==> src/rtl/dram_req_queue_if.sv <==
// Request/head bundle between the request generator (master) and the DRAM request queue (slave).
// Widths follow the queue parameters so both sides agree on COUNT and strobe sizes.
interface dram_req_queue_if #(
    parameter int ADDR_W = 32,
    parameter int DATA_W = 32,
    parameter int DEPTH  = 64
);
    localparam int CNT_W  = $clog2(DEPTH) + 1;
    localparam int STRB_W = DATA_W / 8;

    logic              PUSH;
    logic [ADDR_W-1:0] ADDRESS;
    logic [DATA_W-1:0] WRITE_DATA;
    logic [STRB_W-1:0] WSTRB;
    logic              R_W;
    logic              POP;
    logic              CLEAR_ERR;

    logic [ADDR_W-1:0] ADDRESS_OUT;
    logic [DATA_W-1:0] WRITE_DATA_OUT;
    logic [STRB_W-1:0] WSTRB_OUT;
    logic              R_W_OUT;
    logic              EMPTY;
    logic              FULL;
    logic              ALMOST_FULL;
    logic [CNT_W-1:0]  COUNT;
    logic              OVERFLOW;
    logic              UNDERFLOW;

    modport master (
        output PUSH, ADDRESS, WRITE_DATA, WSTRB, R_W, POP, CLEAR_ERR,
        input  ADDRESS_OUT, WRITE_DATA_OUT, WSTRB_OUT, R_W_OUT,
        input  EMPTY, FULL, ALMOST_FULL, COUNT, OVERFLOW, UNDERFLOW
    );

    modport slave (
        input  PUSH, ADDRESS, WRITE_DATA, WSTRB, R_W, POP, CLEAR_ERR,
        output ADDRESS_OUT, WRITE_DATA_OUT, WSTRB_OUT, R_W_OUT,
        output EMPTY, FULL, ALMOST_FULL, COUNT, OVERFLOW, UNDERFLOW
    );
endinterface

==> src/rtl/dram_req_queue.sv <==
// In-order DRAM request queue with show-ahead head, occupancy count, almost-full margin
// and sticky overflow/underflow flags; a push at capacity is accepted when paired with a pop.
module dram_req_queue #(
    parameter int ADDR_W    = 32,
    parameter int DATA_W    = 32,
    parameter int DEPTH     = 64,
    parameter int AF_MARGIN = 1
) (
    input logic             CLK,
    input logic             RESET,
    dram_req_queue_if.slave bus
);
    localparam int CNT_W  = $clog2(DEPTH) + 1;
    localparam int IDX_W  = CNT_W - 1;
    localparam int STRB_W = DATA_W / 8;

    typedef struct packed {
        logic              r_w;
        logic [STRB_W-1:0] wstrb;
        logic [DATA_W-1:0] data;
        logic [ADDR_W-1:0] addr;
    } entry_t;

    entry_t           storage [DEPTH];
    logic [CNT_W-1:0] wr_ptr;
    logic [CNT_W-1:0] rd_ptr;
    logic [CNT_W-1:0] count;
    logic [CNT_W-1:0] count_next;
    logic             overflow_q;
    logic             underflow_q;
    logic             empty;
    logic             full;
    logic             push_ok;
    logic             pop_ok;
    logic             head_valid;
    entry_t           head;

    assign empty   = (count == '0);
    assign full    = (count == CNT_W'(DEPTH));
    assign push_ok = bus.PUSH & (~full | bus.POP);
    assign pop_ok  = bus.POP & ~empty;

    // NOTE: every variable assigned in always_comb gets a default first, so no path infers a latch.
    always_comb begin
        count_next = count;
        unique case ({push_ok, pop_ok})
            2'b10:   count_next = count + CNT_W'(1);
            2'b01:   count_next = count - CNT_W'(1);
            default: count_next = count;
        endcase
    end

    // NOTE: storage has no reset; only pointers and flags define validity, so stale data is never exposed.
    always_ff @(posedge CLK) begin
        if (!RESET && push_ok) begin
            storage[wr_ptr[IDX_W-1:0]] <= '{r_w:   bus.R_W,
                                            wstrb: bus.WSTRB,
                                            data:  bus.WRITE_DATA,
                                            addr:  bus.ADDRESS};
        end
    end

    // NOTE: sequential state uses non-blocking assignments so every register samples pre-edge values.
    always_ff @(posedge CLK) begin
        if (RESET) begin
            wr_ptr      <= '0;
            rd_ptr      <= '0;
            count       <= '0;
            overflow_q  <= 1'b0;
            underflow_q <= 1'b0;
        end else begin
            if (push_ok) wr_ptr <= wr_ptr + CNT_W'(1);
            if (pop_ok)  rd_ptr <= rd_ptr + CNT_W'(1);
            count <= count_next;

            // A new error in the same cycle as CLEAR_ERR keeps the flag set.
            if (bus.PUSH && full && !bus.POP) overflow_q <= 1'b1;
            else if (bus.CLEAR_ERR)           overflow_q <= 1'b0;

            if (bus.POP && empty)             underflow_q <= 1'b1;
            else if (bus.CLEAR_ERR)           underflow_q <= 1'b0;
        end
    end

    // Pointers differ (including wrap bit) exactly when the queue holds data, matching !EMPTY.
    assign head_valid = (wr_ptr != rd_ptr);
    assign head       = head_valid ? storage[rd_ptr[IDX_W-1:0]] : '0;

    assign bus.ADDRESS_OUT    = head.addr;
    assign bus.WRITE_DATA_OUT = head.data;
    assign bus.WSTRB_OUT      = head.wstrb;
    assign bus.R_W_OUT        = head.r_w;
    assign bus.EMPTY          = empty;
    assign bus.FULL           = full;
    assign bus.ALMOST_FULL    = (count >= CNT_W'(DEPTH - AF_MARGIN));
    assign bus.COUNT          = count;
    assign bus.OVERFLOW       = overflow_q;
    assign bus.UNDERFLOW      = underflow_q;
endmodule
==> src/flat_wrapper.sv <==
// flat-port wrapper written by rule: the top's interface ports become plain ports
module dram_req_queue_flat 
#(
    parameter int ADDR_W    = 32,
    parameter int DATA_W    = 32,
    parameter int DEPTH     = 64,
    parameter int AF_MARGIN = 1
)
  (CLK, RESET, bus_PUSH, bus_ADDRESS, bus_WRITE_DATA, bus_WSTRB, bus_R_W, bus_POP, bus_CLEAR_ERR, bus_ADDRESS_OUT, bus_WRITE_DATA_OUT, bus_WSTRB_OUT, bus_R_W_OUT, bus_EMPTY, bus_FULL, bus_ALMOST_FULL, bus_COUNT, bus_OVERFLOW, bus_UNDERFLOW);
  dram_req_queue_if #(.ADDR_W(ADDR_W), .DATA_W(DATA_W), .DEPTH(DEPTH)) bus_i ();
  input logic CLK;
  input logic RESET;
  input wire logic [$bits(bus_i.PUSH)-1:0] bus_PUSH;
  input wire logic [$bits(bus_i.ADDRESS)-1:0] bus_ADDRESS;
  input wire logic [$bits(bus_i.WRITE_DATA)-1:0] bus_WRITE_DATA;
  input wire logic [$bits(bus_i.WSTRB)-1:0] bus_WSTRB;
  input wire logic [$bits(bus_i.R_W)-1:0] bus_R_W;
  input wire logic [$bits(bus_i.POP)-1:0] bus_POP;
  input wire logic [$bits(bus_i.CLEAR_ERR)-1:0] bus_CLEAR_ERR;
  output wire logic [$bits(bus_i.ADDRESS_OUT)-1:0] bus_ADDRESS_OUT;
  output wire logic [$bits(bus_i.WRITE_DATA_OUT)-1:0] bus_WRITE_DATA_OUT;
  output wire logic [$bits(bus_i.WSTRB_OUT)-1:0] bus_WSTRB_OUT;
  output wire logic [$bits(bus_i.R_W_OUT)-1:0] bus_R_W_OUT;
  output wire logic [$bits(bus_i.EMPTY)-1:0] bus_EMPTY;
  output wire logic [$bits(bus_i.FULL)-1:0] bus_FULL;
  output wire logic [$bits(bus_i.ALMOST_FULL)-1:0] bus_ALMOST_FULL;
  output wire logic [$bits(bus_i.COUNT)-1:0] bus_COUNT;
  output wire logic [$bits(bus_i.OVERFLOW)-1:0] bus_OVERFLOW;
  output wire logic [$bits(bus_i.UNDERFLOW)-1:0] bus_UNDERFLOW;
  assign bus_i.PUSH = bus_PUSH;
  assign bus_i.ADDRESS = bus_ADDRESS;
  assign bus_i.WRITE_DATA = bus_WRITE_DATA;
  assign bus_i.WSTRB = bus_WSTRB;
  assign bus_i.R_W = bus_R_W;
  assign bus_i.POP = bus_POP;
  assign bus_i.CLEAR_ERR = bus_CLEAR_ERR;
  assign bus_ADDRESS_OUT = bus_i.ADDRESS_OUT;
  assign bus_WRITE_DATA_OUT = bus_i.WRITE_DATA_OUT;
  assign bus_WSTRB_OUT = bus_i.WSTRB_OUT;
  assign bus_R_W_OUT = bus_i.R_W_OUT;
  assign bus_EMPTY = bus_i.EMPTY;
  assign bus_FULL = bus_i.FULL;
  assign bus_ALMOST_FULL = bus_i.ALMOST_FULL;
  assign bus_COUNT = bus_i.COUNT;
  assign bus_OVERFLOW = bus_i.OVERFLOW;
  assign bus_UNDERFLOW = bus_i.UNDERFLOW;
  dram_req_queue #(.ADDR_W(ADDR_W), .DATA_W(DATA_W), .DEPTH(DEPTH), .AF_MARGIN(AF_MARGIN)) u_core (.CLK(CLK), .RESET(RESET), .bus(bus_i));
endmodule
==> config.mk <==
export PLATFORM = sky130hd
export DESIGN_NAME = dram_req_queue_flat
export DESIGN_NICKNAME = d
export VERILOG_FILES = /design/src/rtl/dram_req_queue_if.sv /design/src/rtl/dram_req_queue.sv /design/src/flat_wrapper.sv
export SDC_FILE = /design/constraint.sdc
export NUM_CORES = 2
export LEC_CHECK = 0
export ABC_CLOCK_PERIOD_IN_PS = 6000
export BUFFER_PORTS_ARGS = -buffer_cell sky130_fd_sc_hd__buf_2
export CAP_MARGIN = 25
export CORE_UTILIZATION = 55
export DETAILED_ROUTE_END_ITERATION = 8
export PLACE_DENSITY = 0.71
export SYNTH_ARGS = -nofsm -noshare
export SYNTH_HDL_FRONTEND = slang
export SYNTH_MEMORY_MAX_BITS = 65536
export SYNTH_SLANG_ARGS = --single-unit
==> constraint.sdc <==
create_clock -name CLK -period 6 [get_ports CLK]
set_input_delay 1.2 -clock CLK [delete_from_list [all_inputs] [get_ports CLK]]
set_output_delay 1.2 -clock CLK [all_outputs]
set_load 0.02 [all_outputs]
# ---- Yosys cells after proc, flatten, opt, wreduce, memory -nomap -nowiden
# Memories as Yosys holds them, arrays and structs flattened. A register that Yosys moved wholly into a read port is not among the register bits.
# Cells that the tools add are included.
dict set report classes {
  n_bitwise 5
  muxes 9
  shifts 0
  magnitude_cmp 1
  mul 0
  div 0
  add_sub_neg 4
  reduce_logical 10
  eq_ne 4
}
# cell count
set op_table {}
lappend op_table {{69-bit two-way mux} 1}
lappend op_table {{7-bit by 1-bit adder with 7-bit output, second input constant} 3}
lappend op_table {{7-bit one-hot mux with 2 select lines} 1}
lappend op_table {{6-bit two-way mux} 2}
lappend op_table {{7-bit equality test, second input constant} 1}
lappend op_table {{7-bit by 6-bit greater-or-equal comparator with 1-bit output, second input constant} 1}
lappend op_table {{7-bit logical NOT} 1}
lappend op_table {{7-bit != test} 1}
lappend op_table {{7-bit by 1-bit subtractor with 7-bit output, second input constant} 1}
lappend op_table {{2-bit nonzero test} 3}
lappend op_table {{1-bit two-way mux} 5}
lappend op_table {{1-bit logical AND} 4}
lappend op_table {{1-bit bitwise AND} 2}
lappend op_table {{2-bit by 1-bit equality test with 1-bit output, second input constant} 1}
lappend op_table {{2-bit equality test, second input constant} 1}
lappend op_table {{1-bit logical NOT} 2}
lappend op_table {{1-bit inverter} 2}
lappend op_table {{1-bit bitwise OR} 1}
dict set report totals {
  latchBits 0
  memories 1
  rom_bits 0
  ramBits 4416
  output_inout_bits 81
  reg_bits 23
}
# memory depth width read_ports rd_clocked_by_memory_dff write_ports line_no
set mem_list {}
lappend mem_list {u_core.storage 64 69 1 1 1 dram_req_queue.sv:24} ;# entry_t storage [DEPTH];

# ---- Depth between registers and ports, before layout
dict set report depth {
  ltp_word 7
  depth_mapped 12
}

# ---- Worst setup path after synthesis
# OpenSTA, ideal clock, no wires.
dict set report synth_path {
  kind {in2reg}
  start {input bus_POP}
  end {memory u_core.storage[63][0] (netlist name) (enable)}
  arrival_time_ps 5078
  path_stages 6
  required_time_ps 5503
  n_path_buf 1
  path_slack_ps 425
  path_cell_list {inv_1 > a41o_1 > buf_2 > nor2_1 > nand4b_1 > nor2_1}
}
dict set report synth_between {
  elab_chain_len 5
}
# item line_no
set synth_rtl {}
lappend synth_rtl {{from (decl)} flat_wrapper.sv:18} ;# input wire logic [$bits(bus_i.POP)-1:0] bus_POP;
lappend synth_rtl {{1-bit bitwise OR} dram_req_queue.sv:40} ;# assign push_ok = bus.PUSH & (~full | bus.POP);
lappend synth_rtl {{1-bit bitwise AND} dram_req_queue.sv:40}
lappend synth_rtl {{1-bit logical AND} dram_req_queue.sv:55} ;# if (!RESET && push_ok) begin
lappend synth_rtl {{1-bit two-way mux} dram_req_queue.sv:55}
lappend synth_rtl {{1-bit two-way mux (implied by the code)} dram_req_queue.sv:56} ;# storage[wr_ptr[IDX_W-1:0]] <= '{r_w: bus.R_W,
lappend synth_rtl {{to (decl)} dram_req_queue.sv:24}
# Every way passes these cells.

==> impl.org <==
** Power
- Max rail drop VDD :: 0.332 mV
- Cell-internal power :: 53.4 mW
- Net load switching power :: 17.2 mW
- The share of total power dissipated in combinational logic is 0.140.
- Sequential share of power :: 0.487
- For this design the ratio of total power to cell area is 369 nW/um2.
- Summed over all cells, the static leakage comes to 57.7 nW.
- Of the total power, the share spent switching nets is 0.243.
- Sum of internal, switching and leakage power :: 70.5 mW
- The share of total power dissipated in the clock network is 0.372.

** Clock network
- The H-tree was split into 5 levels.
- Post-CTS Setup Repair Bufs :: 0
- Counting every sink on the clock net gives 4445.
- The cell sitting at the root of the clock tree is a sky130_fd_sc_hd__clkbuf_16.
- Post-cts gate resize count :: 0
- Hold buffer count at CTS :: 0
- Source-to-sink clock delay at the later pin of the worst-skew pair :: 0.98 ns
- TritonCTS created 431 clock buffers.
- Clock slew at reported path FFs :: 0.06 ns
- Maximum buffer depth of the clock tree :: 4
- Clock tree from TritonCTS :: done

** STA
- Setup repair after global routing left no endpoint under its margin.
- Normalized max-slew margin :: 0.220
- For the finished layout, the period the worst path requires is 5.85 ns.
- The final max-slew violation count was 0.
- Slew at the pin with the worst max-slew slack :: 1.17 ns
- Static timing analysis puts the maximum clock frequency at 171 MHz.
- Fin. Hold Viols :: 0
- Final setup violation count :: 0
- Once routing completed, OpenROAD measured the worst setup slack at 0.150 ns.
- Summed over all failing endpoints, the final setup total negative slack is 0 ns.
- Final Skew :: 0.0949 ns
- Of the available clock period, the critical path in the final layout requires 0.975.

** Placement
- Routability congestion estimate from global placement :: 0.808
- The count of buffers added on input and output ports is 154.
- Before CTS, the worst setup slack after placement is 1.18 ns.
- Detailed placement finished with a half-perimeter wire length of 240000 um.

** Synthesis
- Library cell with the largest summed area after synthesis :: sky130_fd_sc_hd__edfxtp_1
- Synth Cell Area :: 169000 um2
- Count of unique library cells instantiated by Yosys :: 45
- Post-synthesis sequential area ratio :: 0.790
- The share of synthesized area in the top cell type comes to 0.786.
- Yosys printed 0 warnings.
- For this run, asynchronously set or reset flops after synthesis account for 0.
- Number of nets in the synthesized netlist :: 7260
- Count of flip-flops with a built-in enable after synthesis :: 4416
- Top area cells in the synthesized netlist :: sky130_fd_sc_hd__edfxtp_1 79%, sky130_fd_sc_hd__mux4_2 15%, sky130_fd_sc_hd__o22ai_1 1.3%
- Avg Synthesized Cell Area :: 23.5 um2
- Total of flip-flops plus latches after synthesis :: 4445
- Counting every instance in the synthesized netlist gives 7177.
- Main synth FF type :: sky130_fd_sc_hd__edfxtp_1

** Cells and area
- Layout cell share with drive strength beyond 1 :: 0.288
- Compared with the post-synthesis result, the final layout area differs by 13.4%.
- Total area of sequential cells :: 133000 um2
- Measured on the finished design, the core utilization comes to 0.629.
- Net count of the finished layout :: 7772
- In the final layout, the multi-input gates occupy 33800 um2.
- Fill cells in the final layout number 19500.

** Hold path
- In this run the worst hold path is classified as in2reg.

** Critical path
- The worst setup path is of the reg2out kind.
- In this run the worst path has a maximum fanout of 22.
- Data on the critical path is required at its endpoint by 4.80 ns.
- Critical path destination :: bus_ADDRESS_OUT[16]
- Number of logic stages on the critical path including buffering :: 7
- Reg2reg start :: u_core.bus.COUNT[2]
- The worst setup path is captured at an output port.
- Largest delay share family, worst path :: buffers and inverters
- Critical Path Most Common Cell :: sky130_fd_sc_hd__buf_4
- Across all register-to-register paths, the minimum setup slack is 2.06 ns.
- STA classifies the critical path startpoint as a flip-flop.
- CP Cell Sequence :: nand2b_4 -> buf_4 -> buf_4 -> o22ai_1 -> or3_1 -> a31oi_1 -> buf_2
- The largest individual stage delay along the critical path comes from the cell sky130_fd_sc_hd__dfxtp_1.
- The number of cells on the worst reg-to-reg path is 6.
- Delay of the slowest cell on the worst path :: 0.94 ns
- Data on the critical path arrives at its endpoint at 4.65 ns.
- Critical register-to-register path endpoint :: u_core.storage[42][48]
- Count of buffering cells on the critical path with inverters included :: 3

** Die
- Die width :: 556 um
- The die covers 309000 um2.
- Core box area :: 304000 um2
- In this run the vertical extent of the chip is 556 um.
- For this configuration, the core starts out at a cell density of 0.555.
- Std-Cell Rows :: 202
- Top-level port count :: 155

** GRT
- Entering global routing, the biggest net connects 120 pins.
- GRT overflow :: 0
- Antenna violations before repair :: 36
- Global-route wire length before repair :: 636000 um
- Total track usage :: 0.297
- The number of global-route vias before repair is 83400.

** Drt
- Residual DRC count :: 0
- Summed over all layers, the routed wires come to 459000 um.
- After the first detailed-routing iteration, the DRC count stood at 12500.
- Antenna-violating nets left :: 0
- Number of search-and-repair iterations in the first detailed-routing pass :: 8
- After detailed routing, the average wire length per cell comes to 37.8 um.
- Vias after detailed routing :: 84600
- Via count normalized by instance count :: 6.96

** Run
- Max capacitance violation total :: 0

** Run status
- The run finished with clean final reports.
## stage by stage
stage,area [um2],std cells,hold WS [ns]
after floorplan,169000,7177,0.495
after global placement,177000,11300,0.466
after detailed placement,177000,11300,0.472
after CTS,190000,12100,0.475
after global routing,191000,12100,0.460
final,191000,12100,0.470
## registers in the layout, summed over array words and instances (netlist names), named ones only
| register | flops |
|---|---|
| u_core.bus.OVERFLOW | 1 |
| u_core.rd_ptr | 7 |
| u_core.bus.COUNT | 7 |
| u_core.storage | 4416 |
| u_core.bus.UNDERFLOW | 1 |
| u_core.wr_ptr | 7 |
## cell type report
class	instances	area share
Multi-Input combinational cell	2302	0.177
Clock buffer	536	0.0586
Timing Repair Buffer	498	0.0285
Clock inverter	257	0.0128
Tap cell	4080	0.0267
Antenna cell	20	0.000262
Inverter	11	0.000216
Sequential cell	4445	0.696
## synthesized netlist by cell type (all sizes together), types with 3 or more instances
cell type     n
buf         249
xnor2         8
clkbuf      170
nand2b        7
mux2i       102
a21o          3
a21oi       104
a211oi       99
edfxtp     4416
inv          11
nor2b       103
dfxtp        29
nor4          4
or3         139
o22ai       341
o21ai         3
nor3          4
nand2        15
nand4         6
a31oi        71
nand3         8
mux4       1144
nand3b        3
nor2         97
ha            8
xor2         12
## kinds of logic (layout without fill, tap and decap cells)
kind of cell | after synthesis | after routing | share of synthesized area
other | 0 | 20 | 0
adders and majority gates | 9 | 9 | 0.000712
and+or+nand+nor | 397 | 397 | 0.0131
buffers and inverters | 430 | 1302 | 0.0133
xor gates and xnor gates | 20 | 20 | 0.00104
muxes | 1247 | 1247 | 0.159
DFF | 4445 | 4445 | 0.790
AOI/OAI and AO/OA | 629 | 629 | 0.0234
## worst min-delay path by stage
stage | startpoint | end | slack, ns | cells after the start
after floorplan | u_core.wr_ptr[2] | u_core.wr_ptr[2] | 0.50 | 2
after global placement | u_core.bus.OVERFLOW | u_core.bus.OVERFLOW | 0.47 | 2
after detailed placement | u_core.bus.OVERFLOW | u_core.bus.OVERFLOW | 0.47 | 2
after CTS | bus_PUSH | u_core.bus.OVERFLOW | 0.48 | 3
after global routing | bus_ADDRESS[29] | u_core.storage[16][29] | 0.46 | 1
final | bus_WRITE_DATA[6] | u_core.storage[17][38] | 0.47 | 1
## cell usage in the layout (no fill, tap or decap), drive strengths merged, types with 2 or more instances in the layout
| master | count |
|---|---|
| nor2 | 97 |
| a21oi | 104 |
| edfxtp | 4416 |
| clkinv | 198 |
| nand4b | 2 |
| nand3b | 3 |
| dfxtp | 29 |
| buf | 498 |
| inv | 21 |
| nand2 | 15 |
| clkinvlp | 19 |
| xnor2 | 8 |
| nor4 | 4 |
| o22ai | 341 |
| o31ai | 2 |
| clkbuf | 536 |
| nand2b | 7 |
| mux4 | 1144 |
| a21o | 3 |
| or3 | 139 |
| diode | 20 |
| or2 | 2 |
| o21ai | 3 |
| nor3 | 4 |
| mux2i | 102 |
| a211oi | 99 |
| xor2 | 12 |
| nand3 | 8 |
| or3b | 2 |
| nor2b | 103 |
| bufinv | 30 |
| a31oi | 71 |
| ha | 8 |
| nand4 | 6 |
| and3 | 2 |
## layer usage
metal | up-vias | global-route usage | wire length [um]
met4 | 14 | 0.122 | 21200
li1 | 32100 | - | -
met1 | 45200 | 0.415 | 166000
met3 | 1080 | 0.0625 | 54700
met2 | 6212 | 0.462 | 217000
met5 | - | 0 | 74
## power by group through the flow
stage / combinational, mW / clock, mW / sequential [mW]
CTS: 9.93 / 26.5 / 34.4
global placement: 9.74 / 0 / 35.0
global route: 10.5 / 27.6 / 34.4
floorplan: 6.91 / 0 / 35.0
finish: 9.90 / 26.3 / 34.4
detailed placement: 9.86 / 0 / 35.0
No activity file was read; power rests on OpenSTA's default activity.
